## src/rtl/bsram_arb_pkg.sv

```systemverilog
// bsram_arb_pkg: shared constants and types for the BSRAM arbiter.
//   ADDR_W/DATA_W/DEPTH describe the 8 KB simple-dual-port BSRAM.
//   CLEAR_BYTE is the fill value written by the optional init sweep.
//   owner_e tags each issued read with its requester.
//   state_e is the arbiter's INIT/RUN state.
package bsram_arb_pkg;

  localparam int ADDR_W = 13;
  localparam int DATA_W = 8;
  localparam int DEPTH  = 8192;
  localparam logic [7:0] CLEAR_BYTE = 8'h20;

  typedef enum logic [1:0] {OWN_NONE, OWN_LCD, OWN_CPU} owner_e;
  typedef enum logic {ST_INIT, ST_RUN} state_e;

endpackage

```

## src/rtl/bsram_arbiter_rd_tag_pipe.sv

```systemverilog
// rd_tag_pipe: fixed-depth shift register of read-owner tags. It tracks
// which requester owns the data emerging from the BSRAM output register.
//   clk      in   clock
//   rst      in   asynchronous active-high clear (all stages -> OWN_NONE)
//   tag_in   in   tag loaded into stage 0 every cycle (OWN_NONE when idle)
//   tag_out  out  tag leaving the last stage
module rd_tag_pipe
  import bsram_arb_pkg::*;
#(
  parameter int STAGES = 2
) (
  input  logic   clk,
  input  logic   rst,
  input  owner_e tag_in,
  output owner_e tag_out
);

  owner_e stage [STAGES];

  always_ff @(posedge clk or posedge rst) begin
    if (rst) begin
      for (int unsigned i = 0; i < STAGES; i++) stage[i] <= OWN_NONE;
    end else begin
      stage[0] <= tag_in;
      for (int unsigned i = 1; i < STAGES; i++) stage[i] <= stage[i-1];
    end
  end

  assign tag_out = stage[STAGES-1];

endmodule

```

## src/rtl/bsram_arbiter.sv

```systemverilog
// bsram_arbiter: shares the BSRAM read port between LCD fetch and CPU,
// passes CPU writes straight to the write port, and drives every BSRAM pin.
// Optional macro: BSRAM_CLEAR_EN -- INIT fills the whole RAM with CLEAR_BYTE
// (one address per cycle) before accepting requests.
//   clk, rst                     clock, async active-high reset
//   lcd_req/lcd_addr/lcd_gnt     LCD read request, address, same-cycle grant
//   lcd_rvalid/lcd_rdata         LCD read return (one-cycle pulse)
//   cpu_req/cpu_we/cpu_addr/
//   cpu_wdata/cpu_gnt            CPU request (held until cpu_gnt)
//   cpu_rvalid/cpu_rdata         CPU read return (one-cycle pulse)
//   init_done                    arbiter is in RUN
//   bram_*                       BSRAM enables, resets, addresses, data
module bsram_arbiter
  import bsram_arb_pkg::*;
#(
  parameter int READ_LATENCY = 2,
  parameter int STARVE_LIMIT = 4
) (
  input  logic              clk,
  input  logic              rst,
  input  logic              lcd_req,
  input  logic [ADDR_W-1:0] lcd_addr,
  output logic              lcd_gnt,
  output logic              lcd_rvalid,
  output logic [DATA_W-1:0] lcd_rdata,
  input  logic              cpu_req,
  input  logic              cpu_we,
  input  logic [ADDR_W-1:0] cpu_addr,
  input  logic [DATA_W-1:0] cpu_wdata,
  output logic              cpu_gnt,
  output logic              cpu_rvalid,
  output logic [DATA_W-1:0] cpu_rdata,
  output logic              init_done,
  output logic              bram_cea,
  output logic              bram_ceb,
  output logic              bram_oce,
  output logic              bram_reseta,
  output logic              bram_resetb,
  output logic [ADDR_W-1:0] bram_ada,
  output logic [ADDR_W-1:0] bram_adb,
  output logic [DATA_W-1:0] bram_din,
  input  logic [DATA_W-1:0] bram_dout
);

  localparam logic [3:0] LIMIT = 4'(STARVE_LIMIT);

  state_e     state, state_next;
  logic [3:0] starve;
  logic       cpu_rd;
  owner_e     push_tag, pop_tag;

`ifdef BSRAM_CLEAR_EN
  logic [ADDR_W-1:0] clr_addr;

  always_ff @(posedge clk or posedge rst) begin
    if (rst)                  clr_addr <= '0;
    else if (state == ST_INIT) clr_addr <= clr_addr + 1'b1;
  end
`endif

  assign cpu_rd      = cpu_req & ~cpu_we;
  assign bram_oce    = 1'b1;
  assign bram_reseta = rst;
  assign bram_resetb = rst;
  assign init_done   = (state == ST_RUN);

  always_ff @(posedge clk or posedge rst) begin
    if (rst) state <= ST_INIT;
    else     state <= state_next;
  end

  // Counts consecutive lost arbitration rounds of a pending CPU read.
  always_ff @(posedge clk or posedge rst) begin
    if (rst)                                           starve <= '0;
    else if (state != ST_RUN || !cpu_rd || cpu_gnt)    starve <= '0;
    else if (starve != LIMIT)                          starve <= starve + 4'd1;
  end

  // Grants and BSRAM controls are combinational so a read is issued in its
  // grant cycle; the tag pipe then lines up with the BSRAM output register.
  always_comb begin
    state_next = state;
    lcd_gnt    = 1'b0;
    cpu_gnt    = 1'b0;
    bram_cea   = 1'b0;
    bram_ceb   = 1'b0;
    bram_ada   = '0;
    bram_adb   = '0;
    bram_din   = '0;
    push_tag   = OWN_NONE;
    unique case (state)
      ST_INIT: begin
`ifdef BSRAM_CLEAR_EN
        bram_cea = 1'b1;
        bram_ada = clr_addr;
        bram_din = CLEAR_BYTE;
        if (clr_addr == ADDR_W'(DEPTH - 1)) state_next = ST_RUN;
`else
        state_next = ST_RUN;
`endif
      end
      ST_RUN: begin
        if (cpu_req && cpu_we) begin
          cpu_gnt  = 1'b1;
          bram_cea = 1'b1;
          bram_ada = cpu_addr;
          bram_din = cpu_wdata;
        end
        if (cpu_rd && (!lcd_req || starve == LIMIT)) begin
          cpu_gnt  = 1'b1;
          bram_ceb = 1'b1;
          bram_adb = cpu_addr;
          push_tag = OWN_CPU;
        end else if (lcd_req) begin
          lcd_gnt  = 1'b1;
          bram_ceb = 1'b1;
          bram_adb = lcd_addr;
          push_tag = OWN_LCD;
        end
      end
      default: state_next = ST_INIT;
    endcase
  end

  rd_tag_pipe #(.STAGES(READ_LATENCY)) u_tag_pipe (
    .clk     (clk),
    .rst     (rst),
    .tag_in  (push_tag),
    .tag_out (pop_tag)
  );

  always_ff @(posedge clk or posedge rst) begin
    if (rst) begin
      lcd_rvalid <= 1'b0;
      cpu_rvalid <= 1'b0;
      lcd_rdata  <= '0;
      cpu_rdata  <= '0;
    end else begin
      lcd_rvalid <= (pop_tag == OWN_LCD);
      cpu_rvalid <= (pop_tag == OWN_CPU);
      if (pop_tag == OWN_LCD) lcd_rdata <= bram_dout;
      if (pop_tag == OWN_CPU) cpu_rdata <= bram_dout;
    end
  end

endmodule

```

## config.mk

```make
export PLATFORM = sky130hd
export DESIGN_NAME = bsram_arbiter
export DESIGN_NICKNAME = d
export VERILOG_FILES = /design/src/rtl/bsram_arb_pkg.sv /design/src/rtl/bsram_arbiter_rd_tag_pipe.sv /design/src/rtl/bsram_arbiter.sv
export SDC_FILE = /design/constraint.sdc
export NUM_CORES = 1
export LEC_CHECK = 0
export BUFFER_PORTS_ARGS = -buffer_cell sky130_fd_sc_hd__buf_4
export CAP_MARGIN = 30
export CORE_AREA = 2 2 70 72
export CTS_CLUSTER_SIZE = 14
export DETAILED_ROUTE_END_ITERATION = 10
export DIE_AREA = 0 0 72 74
export GPL_TIMING_DRIVEN = 0
export SLEW_MARGIN = 0
export SYNTH_ARGS = -nofsm -noshare
export SYNTH_HDL_FRONTEND = slang
export SYNTH_SLANG_ARGS = --single-unit
```

## constraint.sdc

```tcl
create_clock -name clk -period 3.45 [get_ports clk]
set_input_delay 0.345 -clock clk [delete_from_list [all_inputs] [get_ports clk]]
set_output_delay 0.345 -clock clk [all_outputs]
set_load 0.02 [all_outputs]
```

==> metrics, run 1 <==
DRC=0; width of the die=72 um; period utilization=0.646; max_slew headroom=0.634; DRT Pass-1 Iters=4; max-cap violations=0; Die H=74 um; skew final=0.00114 ns; Post-CTS Setup Repair Bufs=0; post-synth top area share=0.500; final layout net count=276; CTS tree=yes; Worst Tran Pin Value=0.548 ns; root buf cell=clkbuf_8; M1 GR Usage=0.170; status=complete, no violations; final hold violation count=0; largest net degree at the start of global routing=17; sequential-to-total area share from yosys stat=0.500; Worst setup EP type=primary output; Synth Register Bits=27; global-route wire length before repair=5870 um; EDFF count, synth=0; fin. max-slew vios=0; Async S/R FF share, synth=1.00; via count=1258; yosys warns=0; Core Box Area=0.00460 mm^2; Clk pin slew, worst setup/hold paths=0.09 ns; initial antenna violation count=0; met2 Use GR=0.226; vias in the first global route=1260; synth cell count leaders=dfrtp_1 (27), and2_1 (21), mux2_2 (16), a22o_1 (13), inv_1 (7); Final ANT Viol Nets=0; CP Data Arrival Time=1.88 ns; die footprint=0.00533 mm^2; post-synth top area cell=dfrtp_1; diode count=0; worst setup path class=flip-flop to primary output; clk sinks=27; final WL=3810 um; row count=25; Routability Congestion=0.744; Post-CTS Hold Fix Bufs=0; Critical Path Fanout Max=11; count leader, synth=dfrtp_1; I/O pin count=107; RSZ-0062 raised after global routing=no; port buffer count=105; minimum hold slack=0.128 ns; R2R cell count=5; top post-synthesis cells by area=dfrtp_1 (50%), mux2_2 (13%), and2_1 (9.7%), a22o_1 (8.4%), inv_1 (1.9%); crit path time final=2.23 ns; Num CTS Buffers=3; Max Root-Sink Buffers=2; fmax=449 MHz; WL per Instance=13.6 um; Pleak=1.21 nW; busiest grt layer=met2; maximum VDD drop=167 uV; Clock Latency Late Sink=0.27 ns; crit path launch type=flip-flop; grt total ovfl=0; post-cts sizing count=0; cell count after synthesis=115; met3 GRT Util=0.0664; Setup Viol. Count Final=0; type of the worst min-delay path=primary input to asynchronous set/reset pin; dpl hpwl=3210 um; Initial Utilization=0.294; fraction of layout cells with a size suffix above 1=0.602; Yosys cell types=24; Area Growth Syn to Fin=69.0%; total track usage=0.142; Critical Path RT=3.11 ns; htree depth=1; total negative slack=0 ns; Avg Inst Size Synth=11.8 um^2; PwrDens=370 mW/mm^2; Main synth FF type=dfrtp_1; synthesized cell area=0.00135 mm^2; Initial DRC Count=26; drt via density=4.49
==> state kept, by name (all words and copies together), names as in the netlist <==
signal              count
cpu_rvalid              1
starve                  4
u_tag_pipe.tag_out      2
lcd_rdata               8
init_done               1
u_tag_pipe.stage        2
lcd_rvalid              1
cpu_rdata               8
==> worst paths after layout <==
check / from / endpoint / slack (ns)
worst max-delay path: starve[0] / bram_adb[3] / 1.22
worst min-delay path: rst / lcd_rdata[7] / 0.13
worst max register to register: starve[0] / u_tag_pipe.stage[2] / 2.06
worst min register to register: u_tag_pipe.stage[2] / u_tag_pipe.tag_out[0] / 0.35
max in group asynchronous: rst / u_tag_pipe.tag_out[0] / 2.86
min in group clk: bram_dout[4] / lcd_rdata[4] / 0.31
==> report_power, final <==
part           switching, mW  total, mW  internal [mW]
Sequential            0.0199      0.377          0.357
Clock                 0.0940      0.175         0.0809
Combinational          0.142      0.293          0.152
Total                  0.255      0.845          0.590
==> worst max-delay path, cell delays in order (launching register included) <==
cell      delay (ns)
dfrtp_1         0.42
inv_1           0.07
ha_1            0.18
nand3b_4        0.11
o311a_4         0.35
buf_6           0.15
a22o_1          0.18
buf_4           0.15
==> metrics by stage <==
stage / setup slack [ns] / std cells / util / power (mW) / instance area (um^2)
2_1_floorplan: 1.66 / 116 / - / 0.526 / 1360
3_3_place_gp: 1.49 / 275 / 0.481 / 0.675 / 2210
3_5_place_dp: 1.51 / 276 / 0.487 / 0.681 / 2240
4_1_cts: 1.20 / 280 / 0.497 / 0.861 / 2290
5_1_grt: 1.07 / 280 / 0.497 / 0.895 / 2290
6_report: 1.22 / 280 / 0.497 / 0.845 / 2290
==> final cells by class <==
class | instances | area [um^2]
fill | 423 | 2310
timing repair buffer | 106 | 816
sequential | 27 | 676
multi-input combinational | 73 | 598
tap | 54 | 67.6
buffer | 9 | 56.3
clock buffer | 3 | 41.3
inverter | 7 | 26.3
clock inverter | 1 | 5.00
==> layer usage <==
layer  routed length, um  part of all wire
met4                  81             0.021
met3                 576              0.15
met5                   0                 0
met1                1430              0.38
met2                1720              0.45
==> layout by cell type (no fill, tap or decap), types with 3 or more instances in the layout <==
master      n
a22o_1     13
buf_2       3
buf_4     108
dfrtp_1    27
and2_1     21
mux2_2     16
inv_1       7
clkbuf_8    3
nor2_1      5
nand2_1     3
==> kinds of logic (layout without fill, tap and decap cells) <==
kind of cell             Yosys count  in the layout  share of synthesized area
AO/OA/AOI/OAI                     16             16                      0.111
other                              1              2                    0.00277
AND/OR/NAND/NOR                   35             35                      0.161
multiplexers                      16             16                      0.133
flip-flops                        27             27                      0.500
XOR/XNOR                           2              2                     0.0130
buffers and inverters             16            126                     0.0611
adder cells (fa/ha/maj)            2              2                     0.0185
Power figures use the tool's default switching activity.
==> inputs of run 2 (changes only) <==
==> constraint.sdc (replaced) <==
create_clock -name clk -period 2.2 [get_ports clk]
set_input_delay 0.22 -clock clk [delete_from_list [all_inputs] [get_ports clk]]
set_output_delay 0.22 -clock clk [all_outputs]
set_load 0.02 [all_outputs]
==> metrics, run 2 (synthesized netlist as in run 1, its figures left out) <==
global-route wire length before repair=5870 um; vias in the first global route=1260; Die H=74 um; Clock Latency Late Sink=0.27 ns; diode count=0; Clk pin slew, worst setup/hold paths=0.09 ns; CP delay by family, top=compound AO/OA/AOI/OAI gates; DRC=0; final WL=3810 um; final core utilization=0.501; placed insts=276; CP Data Arrival Time=1.87 ns; crit path max-delay cell type=dfrtp_1; Initial Utilization=0.294; RSZ-0062 raised after global routing=no; total negative slack=0 ns; crit path launch type=flip-flop; Core Box Area=0.00460 mm^2; initial antenna violation count=0; crit path time final=2.09 ns; Critical Path Fanout Max=11; root buf cell=clkbuf_8; PwrDens=576 mW/mm^2; Net Sw Power=0.401 mW; drt via density=4.48; type of the worst min-delay path=primary input to asynchronous set/reset pin; Setup Viol. Count Final=0; period utilization=0.949; Routability Congestion=0.744; r2r setup slk=0.83 ns; RR Startpoint=starve[1]; minimum hold slack=0.00275 ns; max-cap violations=0; I/O pin count=107; Final ANT Viol Nets=0; die footprint=0.00533 mm^2; Worst Tran Pin Value=0.548 ns; CTS tree=yes; width of the die=72 um; WL per Instance=13.6 um; non-filler cells in the finished layout=281; reg2reg end=u_tag_pipe.stage[2]; most common cell after layout, fill and taps aside=buf_4; Worst setup EP type=primary output; row count=25; via count=1259; Buf/Inv on CP=3; Num CTS Buffers=3; Max Root-Sink Buffers=2; Critical Path RT=1.98 ns; Int Pwr=0.926 mW; skew final=0.00116 ns; fin. max-slew vios=0; switching share of power=0.302; DRT Pass-1 Iters=4; Pleak=1.21 nW; fmax=479 MHz; R2R cell count=5; Largest regs=cpu_rdata: 8 flops, lcd_rdata: 8 flops, starve: 4 flops; Initial DRC Count=20; Area Growth Syn to Fin=70.3%; max_slew headroom=0.634; Flop pwr share=0.445; area of the multi-input gates=606 um^2; port buffer count=105; htree depth=1; fraction of layout cells with a size suffix above 1=0.604; final hold violation count=0; setup ws final=0.113 ns; largest net degree at the start of global routing=17; Placement Setup Slack=0.383 ns; most frequent cells in the layout=buf_4 (109), dfrtp_1 (27), and2_1 (21); combinational power share=0.348; Post-CTS Hold Fix Bufs=0; final layout net count=277; clk sinks=27; dpl hpwl=3210 um; total track usage=0.142; status=complete, no violations; Clk pwr share=0.207; maximum VDD drop=263 uV; worst setup path class=flip-flop to primary output; FF/Latch Area=676 um^2; grt total ovfl=0; CP cell instances=inv_1, ha_1, nand3b_4, o311a_4, buf_6, a22o_1, buf_4; CP max stage delay=0.40 ns; fill cell count=422
run 2: how the worst max path moves through the flow:
stage / from / to / depth (start not counted)
after detailed placement: starve[0] / bram_adb[8] / 7
after global placement: starve[0] / bram_adb[11] / 7
final: starve[1] / bram_adb[3] / 7
after floorplan: starve[0] / bram_adb[10] / 6
after global routing: starve[1] / bram_adb[5] / 7
after CTS: starve[0] / bram_adb[3] / 7
run 2: per-layer routing:
layer | GRT usage | wire (um) | share of wire | up-vias
met1 | 0.170 | 1440 | 0.38 | 559
met2 | 0.226 | 1720 | 0.45 | 88
met5 | 0 | 0 | 0 | -
met4 | 0.0503 | 81 | 0.021 | 0
li1 | - | - | - | 607
met3 | 0.0664 | 569 | 0.15 | 5
run 2: cell type report:
type	count	share of cell area
timing repair buffer	107	0.357
sequential	27	0.293
multi-input combinational	73	0.263
tap	54	0.0293
buffer	9	0.0255
clock buffer	3	0.0179
inverter	7	0.0114
clock inverter	1	0.00217
run 2: metrics by stage:
step / total power, mW / instance area [um^2]
floorplan: 0.825 / 1360
global placement: 1.06 / 2210
detailed placement: 1.07 / 2240
CTS: 1.35 / 2290
global route: 1.41 / 2300
finish: 1.33 / 2300
run 2: worst reg2reg max path, stage by stage (launching register included):
cell      delay [ns]
dfrtp_1         0.40
inv_1           0.06
ha_1            0.17
nand3b_4        0.12
o311a_4         0.35
buf_6           0.15
run 2: power by group through the flow:
stage                     clock network [mW]  registers (mW)  logic (mW)
after floorplan                            0           0.677       0.147
after global placement                     0           0.602       0.456
after detailed placement                   0           0.603       0.466
after CTS                              0.292           0.593       0.467
after global routing                   0.313           0.599       0.493
final                                  0.274           0.591       0.462
run 2: what timing repair did:
| item | CTS | global route |
|---|---|---|
| setup endpoints to repair | 0 | 9 |
| resized for setup | 0 | 2 |
| setup buffers | 0 | 1 |
==> inputs of run 3 (changes only) <==
==> constraint.sdc (replaced) <==
create_clock -name clk -period 2.2 [get_ports clk]
set_input_delay 0.11 -clock clk [delete_from_list [all_inputs] [get_ports clk]]
set_output_delay 0.11 -clock clk [all_outputs]
set_load 0.02 [all_outputs]
==> metrics, run 3 (synthesized netlist as in run 1, its figures left out) <==
fill cell count=422; width of the die=72 um; Largest regs=cpu_rdata: 8 flops, lcd_rdata: 8 flops, starve: 4 flops; port buffer count=105; Int Pwr=0.926 mW; Flop pwr share=0.446; Post-CTS Setup Repair Bufs=0; Net Sw Power=0.401 mW; DRT Pass-1 Iters=4; max-cap violations=0; Num CTS Buffers=3; Clk pwr share=0.207; minimum hold slack=0.0727 ns; fraction of layout cells with a size suffix above 1=0.599; switching share of power=0.302; crit path launch type=flip-flop; Clock Latency Late Sink=0.27 ns; row count=25; Critical Path RT=2.09 ns; post-cts sizing count=0; status=complete, no violations; final layout net count=277; Setup Viol. Count Final=0; clk sinks=27; area of the multi-input gates=598 um^2; fmax=501 MHz; Power Total=1.33 mW; FF/Latch Area=676 um^2; routed wl met2=1720 um; Core Box Area=0.00460 mm^2; final WL=3800 um; non-filler cells in the finished layout=281; Initial DRC Count=28; crit path time final=1.99 ns; die footprint=0.00533 mm^2; total negative slack=0 ns; global-route wire length before repair=5870 um; setup ws final=0.206 ns; Area Growth Syn to Fin=69.8%; period utilization=0.906; drt via density=4.49; combinational power share=0.348; final core utilization=0.499; Initial Utilization=0.294; worst setup path class=flip-flop to primary output; final hold violation count=0; most common cell after layout, fill and taps aside=buf_4; diode count=0; dpl hpwl=3210 um; vias in the first global route=1260; grt total ovfl=0; Clk pin slew, worst setup/hold paths=0.09 ns; type of the worst min-delay path=primary input to flip-flop; via count=1263; Area after DPL=0.00224 mm^2; WL per Instance=13.5 um; placed insts=276; Pleak=1.21 nW; CP Data Arrival Time=1.88 ns; DR top layer=met4; Critical Path Fanout Max=11; most frequent cells in the layout=buf_4 (108), dfrtp_1 (27), and2_1 (21); Worst setup EP type=primary output; Final ANT Viol Nets=0; htree depth=1; root buf cell=clkbuf_8; CTS tree=yes; maximum VDD drop=263 uV; skew final=0.00114 ns; Die H=74 um; DRC=0; I/O pin count=107; largest net degree at the start of global routing=17; routed wl met3=568 um; Placement Setup Slack=0.493 ns; Routability Congestion=0.744; RSZ-0062 raised after global routing=no; Post-CTS Hold Fix Bufs=1; Worst Tran Pin Value=0.548 ns; Max Root-Sink Buffers=2; initial antenna violation count=0; wl on met1=1440 um; design area=0.00230 mm^2; max_slew headroom=0.634; total track usage=0.142; PwrDens=578 mW/mm^2; fin. max-slew vios=0
==> run 3: per-layer routing <==
| layer | vias to the layer above | GRT usage |
|---|---|---|
| met1 | 563 | 0.170 |
| met4 | 0 | 0.0503 |
| li1 | 607 | - |
| met3 | 5 | 0.0664 |
| met2 | 88 | 0.226 |
| met5 | - | 0 |
==> run 3: layout make-up <==
type / count / share of cell area
buffer: 9 / 0.0245
clock buffer: 3 / 0.0180
clock inverter: 1 / 0.00218
inverter: 7 / 0.0114
multi-input combinational: 73 / 0.260
sequential: 27 / 0.294
tap: 54 / 0.0294
timing repair buffer: 107 / 0.360
==> run 3: worst paths after layout <==
check,startpoint,depth (start not counted),slack [ns],to
max reg2reg,starve[0],5,0.81,u_tag_pipe.stage[2]
max,starve[0],7,0.21,bram_adb[3]
min,bram_dout[4],2,0.07,lcd_rdata[4]
min reg2reg,u_tag_pipe.stage[2],0,0.35,u_tag_pipe.tag_out[0]
max in group asynchronous,rst,4,1.29,u_tag_pipe.tag_out[0]
min in group asynchronous,rst,3,0.45,lcd_rdata[7]
==> run 3: worst max-delay path, stage by stage, from the launching register on <==
cell and delay, ns:
dfrtp_1 0.42, inv_1 0.07, ha_1 0.18, nand3b_4 0.11, o311a_4 0.35, buf_6 0.15
a22o_1 0.18, buf_4 0.15
==> run 3: power by group through the flow <==
stage          Clock [mW]  Sequential, mW  Combinational (mW)
2_1_floorplan           0           0.677               0.147
3_3_place_gp            0           0.602               0.456
3_5_place_dp            0           0.603               0.466
4_1_cts             0.292           0.593               0.468
5_1_grt             0.313           0.599               0.493
6_report            0.274           0.591               0.461
